### config.mk
export PLATFORM = sky130hd
export DESIGN_NAME = mem_req_bridge_flat
export DESIGN_NICKNAME = d
export VERILOG_FILES = /design/src/rtl/mem_req_bridge_if.sv /design/src/rtl/mem_req_bridge.sv /design/src/flat_wrapper.sv
export SDC_FILE = /design/constraint.sdc
export NUM_CORES = 1
export LEC_CHECK = 0
export ABC_AREA = 1
export BUFFER_PORTS_ARGS = -buffer_cell sky130_fd_sc_hd__buf_4
export CAP_MARGIN = 30
export CORE_UTILIZATION = 50
export DETAILED_ROUTE_END_ITERATION = 6
export GPL_TIMING_DRIVEN = 0
export PLACE_DENSITY = 0.94
export SYNTH_ARGS = -nofsm -noshare
export SYNTH_HDL_FRONTEND = slang
export SYNTH_SLANG_ARGS = --single-unit
### constraint.sdc
create_clock -name clk -period 4.1 [get_ports clk]
set_input_delay 0.615 -clock clk [delete_from_list [all_inputs] [get_ports clk]]
set_output_delay 0.615 -clock clk [all_outputs]
set_load 0.01 [all_outputs]
### src/rtl/mem_req_bridge_if.sv
// mem_req_bridge_if: upstream request, SRAM-like data bus and response
// signals of the data-side memory request bridge.
interface mem_req_bridge_if;
    logic        req_valid;
    logic        req_ready;
    logic [31:0] req_addr;
    logic [1:0]  req_size;
    logic [3:0]  req_wen_4b;
    logic [31:0] req_wdata;
    logic        flush;
    logic        data_req;
    logic        data_wr;
    logic [1:0]  data_size;
    logic [31:0] data_addr;
    logic [3:0]  data_wstrb;
    logic [31:0] data_wdata;
    logic        data_addr_ok;
    logic        data_data_ok;
    logic [31:0] data_rdata;
    logic        resp_valid;
    logic        resp_wr;
    logic [31:0] resp_rdata;

    modport master (
        input  req_valid, req_addr, req_size, req_wen_4b, req_wdata,
        input  flush, data_addr_ok, data_data_ok, data_rdata,
        output req_ready, data_req, data_wr, data_size, data_addr,
        output data_wstrb, data_wdata, resp_valid, resp_wr, resp_rdata
    );

    modport slave (
        output req_valid, req_addr, req_size, req_wen_4b, req_wdata,
        output flush, data_addr_ok, data_data_ok, data_rdata,
        input  req_ready, data_req, data_wr, data_size, data_addr,
        input  data_wstrb, data_wdata, resp_valid, resp_wr, resp_rdata
    );
endinterface

### src/rtl/mem_req_bridge.sv
// mem_req_bridge: captures one load/store, holds it on the data bus until
// address accept, tracks outstanding beats and drops flushed responses.
module mem_req_bridge #(
    parameter int MAX_OUTSTANDING = 2
) (
    input logic            clk,
    input logic            resetn,
    mem_req_bridge_if.master bus
);
    typedef enum logic {IDLE, REQ} state_t;

    localparam logic [2:0] MAX_C = 3'(MAX_OUTSTANDING);

    state_t     state;
    state_t     state_nxt;
    logic [2:0] outstanding;
    logic [2:0] cancel_cnt;
    logic [2:0] wptr;
    logic [2:0] rptr;
    logic [7:0] wr_flags;
    logic       accept;
    logic       push;
    logic       pop;
    logic       deliver;
    logic [2:0] cancel_new;

    function automatic logic [2:0] ptr_inc(input logic [2:0] p);
        return (p == MAX_C - 3'd1) ? 3'd0 : p + 3'd1;
    endfunction

    assign bus.req_ready = (state == IDLE) && (outstanding < MAX_C)
                           && !bus.flush;
    assign bus.data_req  = (state == REQ);
    assign accept        = bus.req_valid && bus.req_ready;
    assign push          = (state == REQ) && bus.data_addr_ok;
    // A data_ok with nothing outstanding is a bus protocol error; ignore it.
    assign pop           = bus.data_data_ok && (outstanding != 3'd0);
    assign deliver       = pop && (cancel_cnt == 3'd0) && !bus.flush;
    // pop implies outstanding >= 1, and REQ implies outstanding < MAX,
    // so this neither underflows nor overflows.
    assign cancel_new    = outstanding + {2'b00, state == REQ}
                           - {2'b00, pop};

    // State register
    always_ff @(posedge clk or negedge resetn) begin
        if (!resetn) state <= IDLE;
        else         state <= state_nxt;
    end

    // Next-state: one capture per handshake, released on address accept
    always_comb begin
        state_nxt = state;
        unique case (state)
            IDLE: if (accept) state_nxt = REQ;
            REQ:  if (bus.data_addr_ok) state_nxt = IDLE;
            default: state_nxt = IDLE;
        endcase
    end

    // Capture the request; held stable for the whole REQ phase
    always_ff @(posedge clk or negedge resetn) begin
        if (!resetn) begin
            bus.data_wr    <= 1'b0;
            bus.data_size  <= 2'd0;
            bus.data_addr  <= 32'd0;
            bus.data_wstrb <= 4'd0;
            bus.data_wdata <= 32'd0;
        end else if (accept) begin
            bus.data_wr    <= |bus.req_wen_4b;
            bus.data_size  <= bus.req_size;
            bus.data_addr  <= bus.req_addr;
            bus.data_wstrb <= bus.req_wen_4b;
            bus.data_wdata <= bus.req_wdata;
        end
    end

    // Outstanding count and in-order write-flag FIFO
    always_ff @(posedge clk or negedge resetn) begin
        if (!resetn) begin
            outstanding <= 3'd0;
            wptr        <= 3'd0;
            rptr        <= 3'd0;
            wr_flags    <= 8'd0;
        end else begin
            outstanding <= outstanding + {2'b00, push} - {2'b00, pop};
            if (push) begin
                wr_flags[wptr] <= bus.data_wr;
                wptr           <= ptr_inc(wptr);
            end
            if (pop) rptr <= ptr_inc(rptr);
        end
    end

    // Cancel count: a flush reloads it with everything still in flight
    always_ff @(posedge clk or negedge resetn) begin
        if (!resetn)                              cancel_cnt <= 3'd0;
        else if (bus.flush)                       cancel_cnt <= cancel_new;
        else if (pop && cancel_cnt != 3'd0)       cancel_cnt <= cancel_cnt - 3'd1;
    end

    // Response pulse; payload held until the next delivered response
    always_ff @(posedge clk or negedge resetn) begin
        if (!resetn) begin
            bus.resp_valid <= 1'b0;
            bus.resp_wr    <= 1'b0;
            bus.resp_rdata <= 32'd0;
        end else begin
            bus.resp_valid <= deliver;
            if (deliver) begin
                bus.resp_wr    <= wr_flags[rptr];
                bus.resp_rdata <= bus.data_rdata;
            end
        end
    end
endmodule

### src/flat_wrapper.sv
// flat-port wrapper written by rule: the top's interface ports become plain ports
module mem_req_bridge_flat 
#(
    parameter int MAX_OUTSTANDING = 2
)
  (clk, resetn, bus_req_valid, bus_req_addr, bus_req_size, bus_req_wen_4b, bus_req_wdata, bus_flush, bus_data_addr_ok, bus_data_data_ok, bus_data_rdata, bus_req_ready, bus_data_req, bus_data_wr, bus_data_size, bus_data_addr, bus_data_wstrb, bus_data_wdata, bus_resp_valid, bus_resp_wr, bus_resp_rdata);
  mem_req_bridge_if bus_i ();
  input logic clk;
  input logic resetn;
  input wire logic [$bits(bus_i.req_valid)-1:0] bus_req_valid;
  input wire logic [$bits(bus_i.req_addr)-1:0] bus_req_addr;
  input wire logic [$bits(bus_i.req_size)-1:0] bus_req_size;
  input wire logic [$bits(bus_i.req_wen_4b)-1:0] bus_req_wen_4b;
  input wire logic [$bits(bus_i.req_wdata)-1:0] bus_req_wdata;
  input wire logic [$bits(bus_i.flush)-1:0] bus_flush;
  input wire logic [$bits(bus_i.data_addr_ok)-1:0] bus_data_addr_ok;
  input wire logic [$bits(bus_i.data_data_ok)-1:0] bus_data_data_ok;
  input wire logic [$bits(bus_i.data_rdata)-1:0] bus_data_rdata;
  output wire logic [$bits(bus_i.req_ready)-1:0] bus_req_ready;
  output wire logic [$bits(bus_i.data_req)-1:0] bus_data_req;
  output wire logic [$bits(bus_i.data_wr)-1:0] bus_data_wr;
  output wire logic [$bits(bus_i.data_size)-1:0] bus_data_size;
  output wire logic [$bits(bus_i.data_addr)-1:0] bus_data_addr;
  output wire logic [$bits(bus_i.data_wstrb)-1:0] bus_data_wstrb;
  output wire logic [$bits(bus_i.data_wdata)-1:0] bus_data_wdata;
  output wire logic [$bits(bus_i.resp_valid)-1:0] bus_resp_valid;
  output wire logic [$bits(bus_i.resp_wr)-1:0] bus_resp_wr;
  output wire logic [$bits(bus_i.resp_rdata)-1:0] bus_resp_rdata;
  assign bus_i.req_valid = bus_req_valid;
  assign bus_i.req_addr = bus_req_addr;
  assign bus_i.req_size = bus_req_size;
  assign bus_i.req_wen_4b = bus_req_wen_4b;
  assign bus_i.req_wdata = bus_req_wdata;
  assign bus_i.flush = bus_flush;
  assign bus_i.data_addr_ok = bus_data_addr_ok;
  assign bus_i.data_data_ok = bus_data_data_ok;
  assign bus_i.data_rdata = bus_data_rdata;
  assign bus_req_ready = bus_i.req_ready;
  assign bus_data_req = bus_i.data_req;
  assign bus_data_wr = bus_i.data_wr;
  assign bus_data_size = bus_i.data_size;
  assign bus_data_addr = bus_i.data_addr;
  assign bus_data_wstrb = bus_i.data_wstrb;
  assign bus_data_wdata = bus_i.data_wdata;
  assign bus_resp_valid = bus_i.resp_valid;
  assign bus_resp_wr = bus_i.resp_wr;
  assign bus_resp_rdata = bus_i.resp_rdata;
  mem_req_bridge #(.MAX_OUTSTANDING(MAX_OUTSTANDING)) u_core (.clk(clk), .resetn(resetn), .bus(bus_i));
endmodule
# == After elaboration in Yosys (flattened, before gate mapping) ==
# Cells that the tools add are included.
# totals
register_bits,126
inputBits,108
output_inout_bits,107
elab_cells,55
# op_classes
addsub,7
n_lt_le_gt_ge,4
eq_ne,2
mux,12
n_bitwise,1
n_reduce_logical,15
# ops
cell,n
3-bit two-way mux,4
1-bit logical AND,9
8-bit bitwise mux,1
"3-bit by 4-bit less-than comparator with 1-bit output, second input constant",2
3-bit by 1-bit adder with 3-bit output,2
"3-bit by 1-bit adder with 3-bit output, second input constant",2
"3-bit by 1-bit equality test with 1-bit output, second input constant",2
3-bit nonzero test,2
3-bit by 1-bit subtractor with 3-bit output,2
1-bit two-way mux,4
4-bit OR reduction,1
1-bit binary-select mux with 3-bit select,1
1-bit demux with 3-bit select,1
"3-bit by 1-bit greater-or-equal comparator with 1-bit output, second input constant",1
3-bit logical NOT,1
"3-bit by 2-bit less-than comparator with 1-bit output, second input constant",1
"3-bit by 1-bit subtractor with 3-bit output, second input constant",1
1-bit case mux with 2 select lines,1
2-bit nonzero test,1
1-bit logical NOT,1
1-bit NOT,1

# == Longest topological paths before layout ==
# Gate-level depths: netlist (run 1).
# depth
depth_word,6
depth_mapped,12
depth_no_buf,12

# == Least setup slack after synthesis (run 1) ==
# OpenSTA, ideal clock, no wires.
# synth_timing
kind,input -> register
startpoint,in bus_data_data_ok
endpoint,reg u_core.outstanding[2]
setup_ps,124
arrival_ps,1738
required_ps,3976
setup_slack_ps,2237
path_stages,7
path_buffers,0
path_cell_list,nand2_1 -> nor2_1 -> o21bai_1 -> ha_1 -> inv_1 -> fa_1 -> xor2_1
# synth_between
elab_chain_len,2
# synth_rtl
element,line_no,text
"start, declared",flat_wrapper.sv:17,input wire logic [$bits(bus_i.data_data_ok)-1:0] bus_data_data_ok;
1-bit logical AND,mem_req_bridge.sv:37,assign pop = bus.data_data_ok && (outstanding != 3'd0);
3-bit by 1-bit subtractor with 3-bit output,mem_req_bridge.sv:85,"outstanding <= outstanding + {2'b00, push} - {2'b00, pop};"
"end signal, assigned",mem_req_bridge.sv:85,
"end, declared",mem_req_bridge.sv:16,logic [2:0] outstanding;
# Every way passes these cells.
# A chain may end at the register's enable or synchronous reset.

# == Worst setup path after layout (run 1) ==
# layout_timing
startpoint,reg u_core.outstanding[1]
endpoint,out bus_req_ready
# layout_between
elab_chain_len,3
# layout_rtl
element,line_no,text
3-bit by 2-bit less-than comparator with 1-bit output,mem_req_bridge.sv:31,assign bus.req_ready = (state == IDLE) && (outstanding < MAX_C)
1-bit logical AND,mem_req_bridge.sv:31,
1-bit logical AND,mem_req_bridge.sv:32,&& !bus.flush;
"end, declared",flat_wrapper.sv:19,output wire logic [$bits(bus_i.req_ready)-1:0] bus_req_ready;
# Every way passes these cells.

==> run metrics, run 1 <==
status completed; vias in the first global route between 4000 and 5000; Synth area leader dfrtp_1; Pwr Density approximately 760 nW/um^2; top cell type's share of synthesized area roughly three fifths; Max Clk Rate 466 MHz; number of CTS-inserted buffers 17; global-route wire length before repair 20.4 mm; Post-Layout Cell Count 955; Fin. Hold Viols 0; Reg clk slew, reported paths roughly 0.060 ns; global route total overflow 0; Die Y a little over 100 microns; crit path kind reg2out; reg-to-reg setup timing slack 2.05 ns; Via density about 4.8; # Post-CTS Setup Buffers 0; Max Root-Sink Buffers 2; antenna violations before repair 0; Die X-Extent 103 microns; Setup TNS Final 0 ns; hold_buf cts 0; worst vdd ir about 0.47 mV; synth warn 0; max_cap viols 0; row cnt 36; DRC Markers 0; Syn Nets between 600 and 700; CP startpoint kind flip-flop; CTS tree yes; Syn Inst Count approximately 580; post-DP HPWL roughly 9.7 mm; clock sinks 126; fin nets 924; Reg area between 3000 and 4000 sq um; Avg Cell Area, Syn ~9 sq um; Yosys reg bits between 100 and 150; Seq/Total Area, Yosys slightly above 60%; Via Count roughly 4600; post-synthesis cell type count 24; Port Buffers 214; io pins ~220; Initial Utilization between 50% and 60%; pin slew with the least headroom to its limit 0.561 ns; Routed Antenna Nets 0; post-CTS resize count 0; DR iter-0 viols 215; CP endpoint kind output port; final core occ between 70 and 80%; RSZ-0062 raised after global routing false; largest net degree at the start of global routing 68; All-Layer GR Usage roughly a quarter; Core Area approximately 9800 sq um; CP max FO 3; n_diodes 0; Final min period about 2.1 ns; Worst R2R Path Depth 11; clock skew between 0.006 and 0.007 ns; Arr. time, crit path about 1.5 ns; Filler Cells Inserted around 670; mapped cell area approximately 5000 sq um; fraction of layout cells with a size suffix above 1 between 30 and 40%; Multi-input gate area approximately 1700 sq um; final clock period utilization by the worst path a little over half; Worst slew margin a little over three fifths; WP data required roughly 3.5 ns; drt pass-1 iters 4; H-tree level count 4; fin. max-slew vios 0; die area 10600 sq um; Hold Crit Class in2async; post-placement cell count 923; wire per inst about 14 microns; Leak approximately 0.0042 uW; worst skew pair latency 0.52 ns; CTS Root Cell clkbuf_8; WL final about 13 mm; Area Overhead vs Synth 47.0%; GP Congestion around 0.77; synth top area cells dfrtp_1 (62%), nand2_1 (24%), inv_1 (1.6%); Final setup violation count 0
metal layers:
| layer | track usage, % | wire [microns] | vias to the layer above |
|---|---|---|---|
| met4 | 12.8 | 355 | 0 |
| met5 | 0 | 0 | - |
| met3 | 8.34 | 1110 | 30 |
| met1 | 28.4 | 5160 | 2145 |
| met2 | 45.1 | 6820 | 211 |
| li1 | - | - | 2220 |
cells by family after synthesis:
logic type	Yosys count	share of synthesized area [%]
adders and majority gates	7	2.01
xor gates and xnor gates	6	1.03
AOI/OAI and AO/OA	25	2.62
buffers and inverters	48	4.70
and+or+nand+nor	363	27.9
DFF	126	61.7
state kept, by name, summed over array words and instances, names as in the netlist:
name and count:
u_core.bus.data_addr 32, u_core.bus.data_req 1, u_core.bus.data_size 2, u_core.bus.data_wdata 32, u_core.bus.data_wr 1, u_core.bus.data_wstrb 4, u_core.bus.resp_rdata 32, u_core.bus.resp_valid 1
u_core.bus.resp_wr 1, u_core.cancel_cnt 3, u_core.outstanding 3, u_core.rptr 3, u_core.wptr 3, u_core.wr_flags 8
where the power goes:
| group | internal [uW] | total (uW) | switching, uW |
|---|---|---|---|
| Combinational | 1010 | 2090 | 1080 |
| Sequential | 1780 | 2130 | 341 |
| Clock | 943 | 1500 | 555 |
| Total | 3740 | 5710 | 1970 |
stage by stage:
stage	setup WS (ns)	hold slack (ns)	total power (uW)	instance area, sq um
after floorplan	2.24	0.319	3090	5110
after global placement	2.01	0.455	4090	6880
after detailed placement	1.94	0.460	4210	6910
after CTS	1.91	0.0797	5750	7510
after global routing	1.87	0.0989	6100	7510
final	1.96	0.0758	5710	7510
worst paths after layout:
kind	start	endpoint
min	resetn	u_core.bus.data_addr[17]
min reg2reg	u_core.bus.resp_rdata[18]	u_core.bus.resp_rdata[18]
max	u_core.outstanding[1]	bus_req_ready
max reg2reg	u_core.outstanding[1]	u_core.cancel_cnt[1]
max in group asynchronous	resetn	u_core.bus.data_wdata[12]
min in group clk	bus_req_wdata[22]	u_core.bus.data_wdata[22]
cell usage after synthesis, drive strengths merged:
library cell	instances
xor2	4
ha	5
a21oi	4
fa	2
nor2	14
dfrtp	126
buf	21
a31oi	3
o21ai	16
o21bai	1
nand2	332
inv	27
nand4	3
nand3	14
xnor2	2
a21boi	1
worst max-delay path: stages, from the launching register on:
cell and delay [ns]:
dfrtp_1 0.41, inv_2 0.10, ha_1 0.16, nand2_2 0.08, nor2_4 0.13, buf_4 0.14
layout by cell type, fill, tap and decap left out, types with 2 or more instances in the layout:
master / instances
nand3_1: 13
a31oi_1: 3
clkinv_4: 3
nand2_2: 3
xnor2_1: 2
a21oi_1: 4
o21ai_0: 15
bufinv_16: 3
ha_1: 5
nand4_1: 3
nor2_4: 3
xor2_1: 4
clkbuf_8: 2
nand2_1: 329
clkinv_2: 2
clkinvlp_4: 4
inv_2: 5
fa_1: 2
nor2_1: 10
dfrtp_1: 126
clkbuf_16: 16
buf_2: 12
buf_6: 4
inv_1: 22
buf_4: 219
area by class of cell:
class	count	area share, %
repair buffers	215	21.8
clock inverters	13	2.20
multi-input cells	401	22.8
flip-flops and latches	126	42.0
clock buffers	19	5.75
well taps	133	2.22
inverters	27	1.35
plain buffers	21	1.85
(Power assumes the default switching activity.)
==> run 2, diff against run 1 <==
- ABC_AREA: 1 -> 0
- CORE_UTILIZATION: 50 -> 43
- PLACE_DENSITY: 0.94 -> 0.87
- clock period: 4.1 -> 1.8 ns (I/O delays scaled with it)
==> run 2 against run 1 <==
  * The flow now finishes with violations (DRC, setup timing)
  * Sequential power grew 130%
  * Count of clock-buffer cells in the layout rose by 7
  * Wire length rose by 1.7%
==> run metrics, run 2 <==
Final min period roughly 1.9 ns; violated checks DRC, setup timing; clock skew 0.00766 ns (was 0.00631 ns); global-route wire length before repair 19.3 mm (was 20.4 mm); mapped cell area 5150 sq um (was 5110 sq um); Post-Layout Cell Count 739 (was 955); synth warn 0 (unchanged); final instance area 8330 sq um (was 7510 sq um); max_cap viols 0 (unchanged); post-placement cell count 679 (was 923); clock sinks 126 (unchanged); fin. max-slew vios 0 (unchanged); Pwr Density 1750 nW/um^2 (was 761 nW/um^2); post-synthesis cell type count 37 (was 24); CP endpoint kind flip-flop (was output port); Final setup violation count 62 (was 0); Synth async-reset ratio 100% (unchanged); All-Layer GR Usage 20.3% (was 25.9%); reg-to-reg setup timing slack -0.09 ns (was 2.05 ns); Via Count 3639 (was 4606); CTS Root Cell clkbuf_16 (was clkbuf_8); Area Overhead vs Synth 61.7% (was 47.0%); CP Launch Point u_core.outstanding[0] (was u_core.outstanding[1]); DR iter-0 viols 203 (was 215); Core Area 11600 sq um (was 9820 sq um); DRC Markers 40 (was 0); drt pass-1 iters 6 (was 4); number of CTS-inserted buffers 17 (unchanged); synth top area cells dfrtp_1 (61%), mux2_1 (18%), mux2_4 (8.5%) (was dfrtp_1 (62%), nand2_1 (24%), inv_1 (1.6%)); Sw Pwr 4300 uW (was 1970 uW); Port Buffers 213 (was 214); io pins 215 (unchanged); Seq/Total Area, Yosys 61.2% (was 61.7%); hold slack final 0.0734 ns (was 0.0758 ns); Avg Cell Area, Syn 16.0 sq um (was 8.88 sq um); post-DP HPWL 8.69 mm (was 9.69 mm); fin nets 699 (was 924); crit path kind reg2reg (was reg2out); Clk pwr share 23.4% (was 26.2%); top_reg_cell synth dfrtp_1 (unchanged); Fin. Hold Viols 0 (unchanged); FF-to-FF End u_core.bus.resp_rdata[10] (was u_core.cancel_cnt[1]); Via density 4.92 (was 4.82); commonest non-fill, non-tap cell in the layout buf_4 (was nand2_1); Synth area leader dfrtp_1 (unchanged); Initial Utilization 44.5% (was 52.0%); Reg clk slew, reported paths 0.06 ns (about the same); fraction of layout cells with a size suffix above 1 65.3% (was 34.1%); RSZ-0062 raised after global routing true (was false); WL final 13.7 mm (was 13.4 mm); wire per inst 18.5 microns (was 14.1 microns); Worst R2R Path Depth 7 (was 11); combinational fraction of design power 42.2% (was 36.6%); Syn Inst Count 322 (was 575); GP Congestion 0.776 (was 0.772); hold path startpoint bus_data_rdata[0]; internal power 10200 uW (was 3740 uW); CTS tree yes (unchanged); Die Y 111 microns (was 103 microns); status complete, but fails checks (was completed); H-tree level count 4 (unchanged); n_diodes 0 (unchanged); Max Root-Sink Buffers 2 (unchanged); Post-DP Area 6960 sq um (was 6910 sq um); Yosys reg bits 126 (unchanged); Worst slew margin 65.2% (was 62.6%); Hold Crit Class in2reg (was in2async); post-route setup slack -0.0897 ns (was 1.96 ns); most frequent cell after synthesis dfrtp_1 (was nand2_1); r2r startpoint u_core.outstanding[0] (was u_core.outstanding[1]); Arr. time, crit path 2.18 ns (was 1.53 ns); worst min-delay path endpoint u_core.bus.resp_rdata[0]; vias in the first global route 3787 (was 4546); worst skew pair latency 0.41 ns (was 0.52 ns); Max Clk Rate 529 MHz; number of synthesized flops with an enable pin 0 (unchanged); Setup TNS Final -2.78 ns (was 0 ns); Sequential Power Share 34.3% (was 37.2%); WP data required 2.09 ns (was 3.48 ns); Sw Ratio 29.6% (was 34.5%); Synth top cells by count dfrtp_1 (126), mux2_1 (83), mux2_4 (29) (was nand2_1 (329), dfrtp_1 (126), inv_1 (22)); die area 12400 sq um (was 10600 sq um); Top Registers u_core.bus.data_addr (32), u_core.bus.data_wdata (32), u_core.bus.resp_rdata (32) (unchanged); final clock period utilization by the worst path 105%; most frequent cells in the layout buf_4 (228), dfrtp_1 (123), mux2_4 (88) (was nand2_1 (329), buf_4 (219), dfrtp_1 (126)); Leak 0.00421 uW (about the same); Syn Nets 437 (was 690); CP max FO 10 (was 3); Die X-Extent 111 microns (was 103 microns); row cnt 39 (was 36); top cell type's share of synthesized area 61.2% (was 61.7%); Routed Antenna Nets 0 (unchanged); antenna violations before repair 0 (unchanged); largest net degree at the start of global routing 73 (was 68); Post-Place Setup Slack -0.386 ns (was 1.94 ns); worst vdd ir 0.981 mV (was 0.472 mV); Hold Path Depth 2; pin slew with the least headroom to its limit 0.523 ns (was 0.561 ns); CP startpoint kind flip-flop (unchanged); global route total overflow 0 (unchanged)
## run 2: changes by cell type in the layout (fill, tap and decap cells not counted), sizes merged, moves of 4 or more
cell and change:
mux2 +113, nor4 +4, inv -17, clkbuf +17, nand2 -326, buf +11
nand3 -12, nor2 -9, o21ai -15
## run 2: how the worst max path moves through the flow
stage / end / slack, ns / cells past startpoint
detailed placement: u_core.bus.data_wdata[3] / -0.39 / 6
floorplan: u_core.cancel_cnt[2] / -0.08 / 8
global placement: u_core.bus.data_addr[4] / -0.31 / 6
finish: u_core.bus.resp_rdata[10] / -0.09 / 7
CTS: u_core.cancel_cnt[2] / -0.04 / 8
global route: u_core.cancel_cnt[2] / -0.15 / 8
## run 2: critical path: stages (launching register included)
cell	delay, ns
dfrtp_2	0.41
buf_4	0.14
o31ai_4	0.27
buf_4	0.17
or3_1	0.13
buf_8	0.17
buf_12	0.16
mux2_4	0.31
## run 2: kinds of logic after synthesis
| family | share of synthesized area (%) |
|---|---|
| buffers and inverters | 2.96 |
| and+or+nand+nor | 3.09 |
| muxes | 27.9 |
| adders and majority gates | 1.99 |
| DFF | 61.2 |
| xor gates and xnor gates | 1.02 |
| AOI/OAI and AO/OA | 1.80 |
## run 2: power by group through the flow
stage	Sequential [uW]	Combinational, uW	Clock (uW)
5_1_grt	5120	6510	3600
3_5_place_dp	4930	4870	0
2_1_floorplan	5370	1790	0
4_1_cts	4890	5400	3460
3_3_place_gp	4830	4700	0
6_report	4990	6140	3410
## run 2: what timing repair did
item	CTS	global route
setup endpoints to repair	109	92
hold buffers	1	0
setup buffers	16	4
gates resized for setup	45	60
hold endpoints to repair	54	0
cloned	1	7
pin swaps	6	3
## run 2: area by class of cell
cell class                 instances  area (sq um)
inverter                          11          41.3
buffer                            15           219
clock buffer                      26           519
tap                              143           179
sequential                       126          3160
clock inverter                     5          77.6
timing repair buffer             243          2020
multi-input combinational        170          2120
fill                             719          3240
## run 2: per-layer routing
layer,global-route usage (%),vias up,wire length [microns]
met5,0,-,0
met4,9.19,0,146
met3,5.39,14,786
met2,35.3,139,7350
met1,23.7,1830,5390
li1,-,1656,-
## run 2: through the flow
step	power, uW	util [%]
6_report	14500	72.0
5_1_grt	15200	72.0
4_1_cts	13700	68.4
3_5_place_dp	9800	60.2
3_3_place_gp	9530	59.9
2_1_floorplan	7160	-
